`config.mk`:
```
export PLATFORM = sky130hd
export DESIGN_NAME = rr_resource_scheduler
export DESIGN_NICKNAME = d
export VERILOG_FILES = /design/src/rtl/rr_sched_pkg.sv /design/src/rtl/rr_pick.sv /design/src/rtl/rr_resource_scheduler.sv
export SDC_FILE = /design/constraint.sdc
export NUM_CORES = 1
export LEC_CHECK = 0
export ABC_AREA = 1
export BUFFER_PORTS_ARGS = -buffer_cell sky130_fd_sc_hd__buf_2
export CAP_MARGIN = 10
export CORE_MARGIN = 2
export CORE_UTILIZATION = 50
export DETAILED_ROUTE_END_ITERATION = 12
export PLACE_DENSITY = 0.7
export SLEW_MARGIN = 10
export SYNTH_ARGS = -nofsm -noshare
export SYNTH_HDL_FRONTEND = slang
export SYNTH_SLANG_ARGS = --single-unit
```
`constraint.sdc`:
```
create_clock -name clk -period 2.1 [get_ports clk]
set_clock_uncertainty 0.1 [all_clocks]
set_input_delay 0.42 -clock clk [delete_from_list [all_inputs] [get_ports clk]]
set_output_delay 0.42 -clock clk [all_outputs]
set_load 0.005 [all_outputs]
```
`src/rtl/rr_sched_pkg.sv`:
```
// Shared types, defaults and index helpers for the grant-holding round-robin scheduler.
package rr_sched_pkg;

  localparam int DEF_NUM_REQ  = 4;
  localparam int DEF_HOLD_MAX = 16;

  typedef enum logic [1:0] {
    IDLE  = 2'd0,
    GRANT = 2'd1,
    GAP   = 2'd2
  } state_t;

  // Next requester index after idx, wrapping at n.
  function automatic int wrap_inc(input int idx, input int n);
    return ((idx + 1) >= n) ? 0 : (idx + 1);
  endfunction

endpackage

```
`src/rtl/rr_pick.sv`:
```
// Combinational rotate-priority picker: first set request scanning ptr, ptr+1, ... with wrap.
module rr_pick
  import rr_sched_pkg::*;
#(
  parameter int NUM_REQ = DEF_NUM_REQ,
  parameter int ID_W    = $clog2(NUM_REQ)
) (
  input  logic [NUM_REQ-1:0] req,
  input  logic [ID_W-1:0]    ptr,
  output logic               valid,
  output logic [ID_W-1:0]    idx
);

  int   cand_s;
  logic hit_s;

  // Scan from ptr; the first hit latches the index and masks later candidates.
  always_comb begin
    valid  = 1'b0;
    idx    = {ID_W{1'b0}};
    cand_s = 0;
    hit_s  = 1'b0;
    for (int i = 0; i < NUM_REQ; i++) begin
      cand_s = int'(ptr) + i;
      cand_s = (cand_s >= NUM_REQ) ? (cand_s - NUM_REQ) : cand_s;
      hit_s  = ~valid & req[cand_s];
      idx    = hit_s ? ID_W'(cand_s) : idx;
      valid  = valid | hit_s;
    end
  end

endmodule

```
`src/rtl/rr_resource_scheduler.sv`:
```
// Grant-holding round-robin scheduler with bounded hold time and a one-cycle
// dead gap between successive owners.
module rr_resource_scheduler
  import rr_sched_pkg::*;
#(
  parameter int NUM_REQ  = DEF_NUM_REQ,
  parameter int HOLD_MAX = DEF_HOLD_MAX,
  parameter int ID_W     = $clog2(NUM_REQ),
  parameter int CNT_W    = $clog2(HOLD_MAX + 1)
) (
  input  logic               clk,
  input  logic               reset,
  input  logic [NUM_REQ-1:0] req_i,
  input  logic [NUM_REQ-1:0] done_i,
  output logic [NUM_REQ-1:0] gnt_o,
  output logic [ID_W-1:0]    gnt_id_o,
  output logic               busy_o,
  output logic               timeout_o
);

  state_t             state_r, state_n_s;
  logic [ID_W-1:0]    ptr_r, ptr_n_s;
  logic [CNT_W-1:0]   hold_cnt_r, hold_n_s;
  logic [NUM_REQ-1:0] gnt_n_s;
  logic [ID_W-1:0]    id_n_s;
  logic               busy_n_s, timeout_n_s;

  logic               pick_valid_s;
  logic [ID_W-1:0]    pick_idx_s;
  logic               owner_done_s, owner_req_s, hold_last_s, release_s;

  rr_pick #(
    .NUM_REQ (NUM_REQ),
    .ID_W    (ID_W)
  ) u_pick (
    .req   (req_i),
    .ptr   (ptr_r),
    .valid (pick_valid_s),
    .idx   (pick_idx_s)
  );

  assign owner_done_s = done_i[gnt_id_o];
  assign owner_req_s  = req_i[gnt_id_o];
  assign hold_last_s  = (hold_cnt_r == CNT_W'(HOLD_MAX - 1));
  assign release_s    = owner_done_s | ~owner_req_s | hold_last_s;

  // Next-state and next-output logic; timeout flags only a purely time-forced release.
  always_comb begin
    state_n_s   = state_r;
    ptr_n_s     = ptr_r;
    hold_n_s    = hold_cnt_r;
    gnt_n_s     = gnt_o;
    id_n_s      = gnt_id_o;
    busy_n_s    = busy_o;
    timeout_n_s = 1'b0;
    case (state_r)
      IDLE, GAP: begin
        if (pick_valid_s) begin
          state_n_s = GRANT;
          gnt_n_s   = {{(NUM_REQ-1){1'b0}}, 1'b1} << pick_idx_s;
          id_n_s    = pick_idx_s;
          busy_n_s  = 1'b1;
          hold_n_s  = {CNT_W{1'b0}};
        end else begin
          state_n_s = IDLE;
          gnt_n_s   = {NUM_REQ{1'b0}};
          busy_n_s  = 1'b0;
        end
      end
      GRANT: begin
        if (release_s) begin
          state_n_s   = GAP;
          gnt_n_s     = {NUM_REQ{1'b0}};
          busy_n_s    = 1'b0;
          ptr_n_s     = ID_W'(wrap_inc(int'(gnt_id_o), NUM_REQ));
          timeout_n_s = hold_last_s & ~owner_done_s & owner_req_s;
        end else begin
          hold_n_s = hold_cnt_r + CNT_W'(1);
        end
      end
      default: begin
        state_n_s = IDLE;
        gnt_n_s   = {NUM_REQ{1'b0}};
        busy_n_s  = 1'b0;
      end
    endcase
  end

  // State and registered outputs; reset clears everything immediately.
  always_ff @(posedge clk or posedge reset) begin
    if (reset) begin
      state_r    <= IDLE;
      ptr_r      <= {ID_W{1'b0}};
      hold_cnt_r <= {CNT_W{1'b0}};
      gnt_o      <= {NUM_REQ{1'b0}};
      gnt_id_o   <= {ID_W{1'b0}};
      busy_o     <= 1'b0;
      timeout_o  <= 1'b0;
    end else begin
      state_r    <= state_n_s;
      ptr_r      <= ptr_n_s;
      hold_cnt_r <= hold_n_s;
      gnt_o      <= gnt_n_s;
      gnt_id_o   <= id_n_s;
      busy_o     <= busy_n_s;
      timeout_o  <= timeout_n_s;
    end
  end

endmodule

```
==> results.md <==
- Setup TNS: 0 ns
- VDD IR max: 0.875 mV
- Gr usage total: 19.8%
- H-tree depth: 1
- Commonest non-fill, non-tap cell in the layout: nand2_1
- Final min period: 1.83 ns
- Fill cells: 207
- Post-route ant nets: 0
- Placer Congestion: 0.850
- Storage cell area: 425 µm²
- Largest family of logic cells by synthesized area: simple AND/OR/NAND/NOR gates
- Number of global-route vias before repair: 901
- Hold Crit Class: input pin to asynchronous set/reset pin
- Crit path kind: register to register
- Inst Count DP: 206
- Ratio of cells with drive above 1 in the final layout: 20.9%
- Nets: 196
- Simple-Gate Fraction of Synth Area: 45.5%
- Post-cts gate resize count: 0
- Complex-gate fraction of the synthesized area: 4.92%
- Cell count after synthesis: 161
- Skew-Pair Late Insertion Delay: 0.29 ns
- DRC viols: 0
- Static Leakage: 0.000743 µW
- Worst-margin pin slew: 0.617 ns
- Critical Path Sink Type: register
- Max Cap Violations: 0
- Via-per-instance ratio: 4.92
- Die height: 51.8 µm
- Synth warnings: 0
- CTS Sinks: 17
- CTS root buf: clkbuf_4
- Cts hold-fix bufs: 0
- Initial antenna violation count: 0
- Post-Synth Adder-Cell Area: 3.28%
- Flop2flop setup slack: 0.27 ns
- Tcrit/Tclk final: 87.3%
- CTS tree: yes
- Die Width: 51.8 µm
- Buffer depth of the longest clock path: 2
- WL/cell: 10.7 µm
- Mean Syn Cell Area: 7.10 µm²
- Slew Limit Fails: 0
- Multi-input gate area: 624 µm²
- #FFs+latches synth: 17
- Most frequent cells in the layout: nand2_1, nand3_1, inv_1
- Site Rows: 17
- Setup repair bufs after CTS: 0
- Routed WL: 2240 µm
- Register area share after synthesis: 37.2%
- Reg2reg start: hold_cnt_r[0]
- Final Hold Violating Endpoints: 0
- Max Freq: 0.545 GHz
- Post-layout instance count excluding filler cells: 210
- Reg2reg end: hold_cnt_r[2]
- Setup Viol. Count Final: 0
- Status: finished clean
- Layout area overhead: 12.8%
- Core box area: 0.00219 mm²
- Total grt overflow: 0
- R2R depth: 9
- Crit Path Max Fanout: 8
- Die area: 0.00269 mm²
- IO Port Bufs: 17
- CTS buffer count: 3
- RSZ-0062 raised after global routing: no
- Multiplexer share of the synthesized area: 0.875%
- Starting Density: 52.2%
- Arrival @ worst endpoint: 1.92 ns
- Mapped cell area: 0.00114 mm²
- Netlist cell types: 22
- Syn Nets: 174
- Starting DRT DRC Count: 19
- DRT Pass-1 Iters: 4
- Via count: 1,033
- First-pass GRT wire length: 3860 µm
- Hpwl dp: 1790 µm
- WHS: 0.0887 ns
- Xor and xnor area share after synthesis: 0%
- Crit start category: register
- Relative slew slack: 58.8%
- Top Ports: 18
- Pwr per Cell Area: 1530 mW/mm²
- N_diodes: 0
- Pin count of the biggest net entering global routing: 18
- Clock-pin slew on the worst setup and hold paths: 0.09 ns
- Required @ worst endpoint: 2.19 ns
==> routing by layer <==
| layer | global-route usage (%) | part of all wire, % | wire, µm | up-vias |
|---|---|---|---|---|
| li1 | - | - | - | 551 |
| met1 | 27.0 | 51 | 1150 | 453 |
| met2 | 30.4 | 44 | 978 | 27 |
| met3 | 6.90 | 4.9 | 110 | 2 |
| met4 | 3.95 | 0.40 | 9 | 0 |
| met5 | 0 | 0 | 0 | - |
==> through the flow <==
stage	cell area, µm²	utilization, %	worst slack, ns	power [µW]
after floorplan	1140	-	0.512	1540
after global placement	1260	57.7	0.312	1790
after detailed placement	1260	57.7	0.296	1800
after CTS	1290	58.9	0.277	1980
after global routing	1290	58.9	0.0573	2190
final	1290	58.9	0.266	1970
==> cell type report <==
cell class	count	area share [%]
clock buffer	4	2.04
sequential	17	33.0
inverter	23	6.69
timing repair buffer	18	7.18
tap	28	2.72
multi-input combinational	120	48.4
==> synthesized netlist by cell type <==
library cell,n,area (µm²)
a21boi_1,1,7.51
a21oi_1,1,5.00
buf_4,1,7.51
dfrtp_1,17,425
ha_1,3,37.5
inv_1,20,75.1
inv_2,3,11.3
mux2i_1,1,10.0
nand2_1,53,199
nand2_2,6,37.5
nand2_4,4,45.0
nand3_1,22,110
nand3b_1,1,7.51
nand3b_4,1,20.0
nand4_1,2,12.5
nor2_1,13,48.8
nor2_8,1,20.0
nor3_1,2,10.0
nor3_2,1,10.0
o21ai_0,3,15.0
o21ai_1,4,20.0
o21ai_2,1,8.76
==> where the power goes <==
part	leakage (µW)	internal [µW]	switching, µW
logic	0.000506	437	832
registers	0.000222	434	95.3
clock network	0.0000150	73.9	96.8
==> worst max path at each step <==
stage | start | endpoint | slack [ns]
6_report | hold_cnt_r[0] | hold_cnt_r[2] | 0.27
5_1_grt | hold_cnt_r[0] | hold_cnt_r[2] | 0.06
4_1_cts | ptr_r[0] | gnt_o[1] | 0.28
3_5_place_dp | hold_cnt_r[0] | hold_cnt_r[2] | 0.30
3_3_place_gp | ptr_r[0] | gnt_o[1] | 0.31
2_1_floorplan | hold_cnt_r[0] | hold_cnt_r[2] | 0.51
==> state kept, by name (all words and copies together), names as in the netlist <==
register and cells:
timeout_o 1, gnt_o 4, hold_cnt_r 5, ptr_r 2, state_r 2, gnt_id_o 2, busy_o 1
==> critical path, cell delays in order (launching register included) <==
cell     delay (ns)
dfrtp_1        0.40
ha_1           0.18
nand2_1        0.07
nor2_1         0.14
ha_1           0.17
inv_1          0.05
nand2_1        0.25
inv_1          0.17
a21oi_1        0.16
nor2_1         0.06
==> kinds of logic after synthesis <==
logic type | Yosys count
flip-flops | 17
AND/OR/NAND/NOR | 106
multiplexers | 1
adder cells (fa/ha/maj) | 3
buffers and inverters | 24
AO/OA/AOI/OAI | 10
Power figures use the tool's default switching activity.
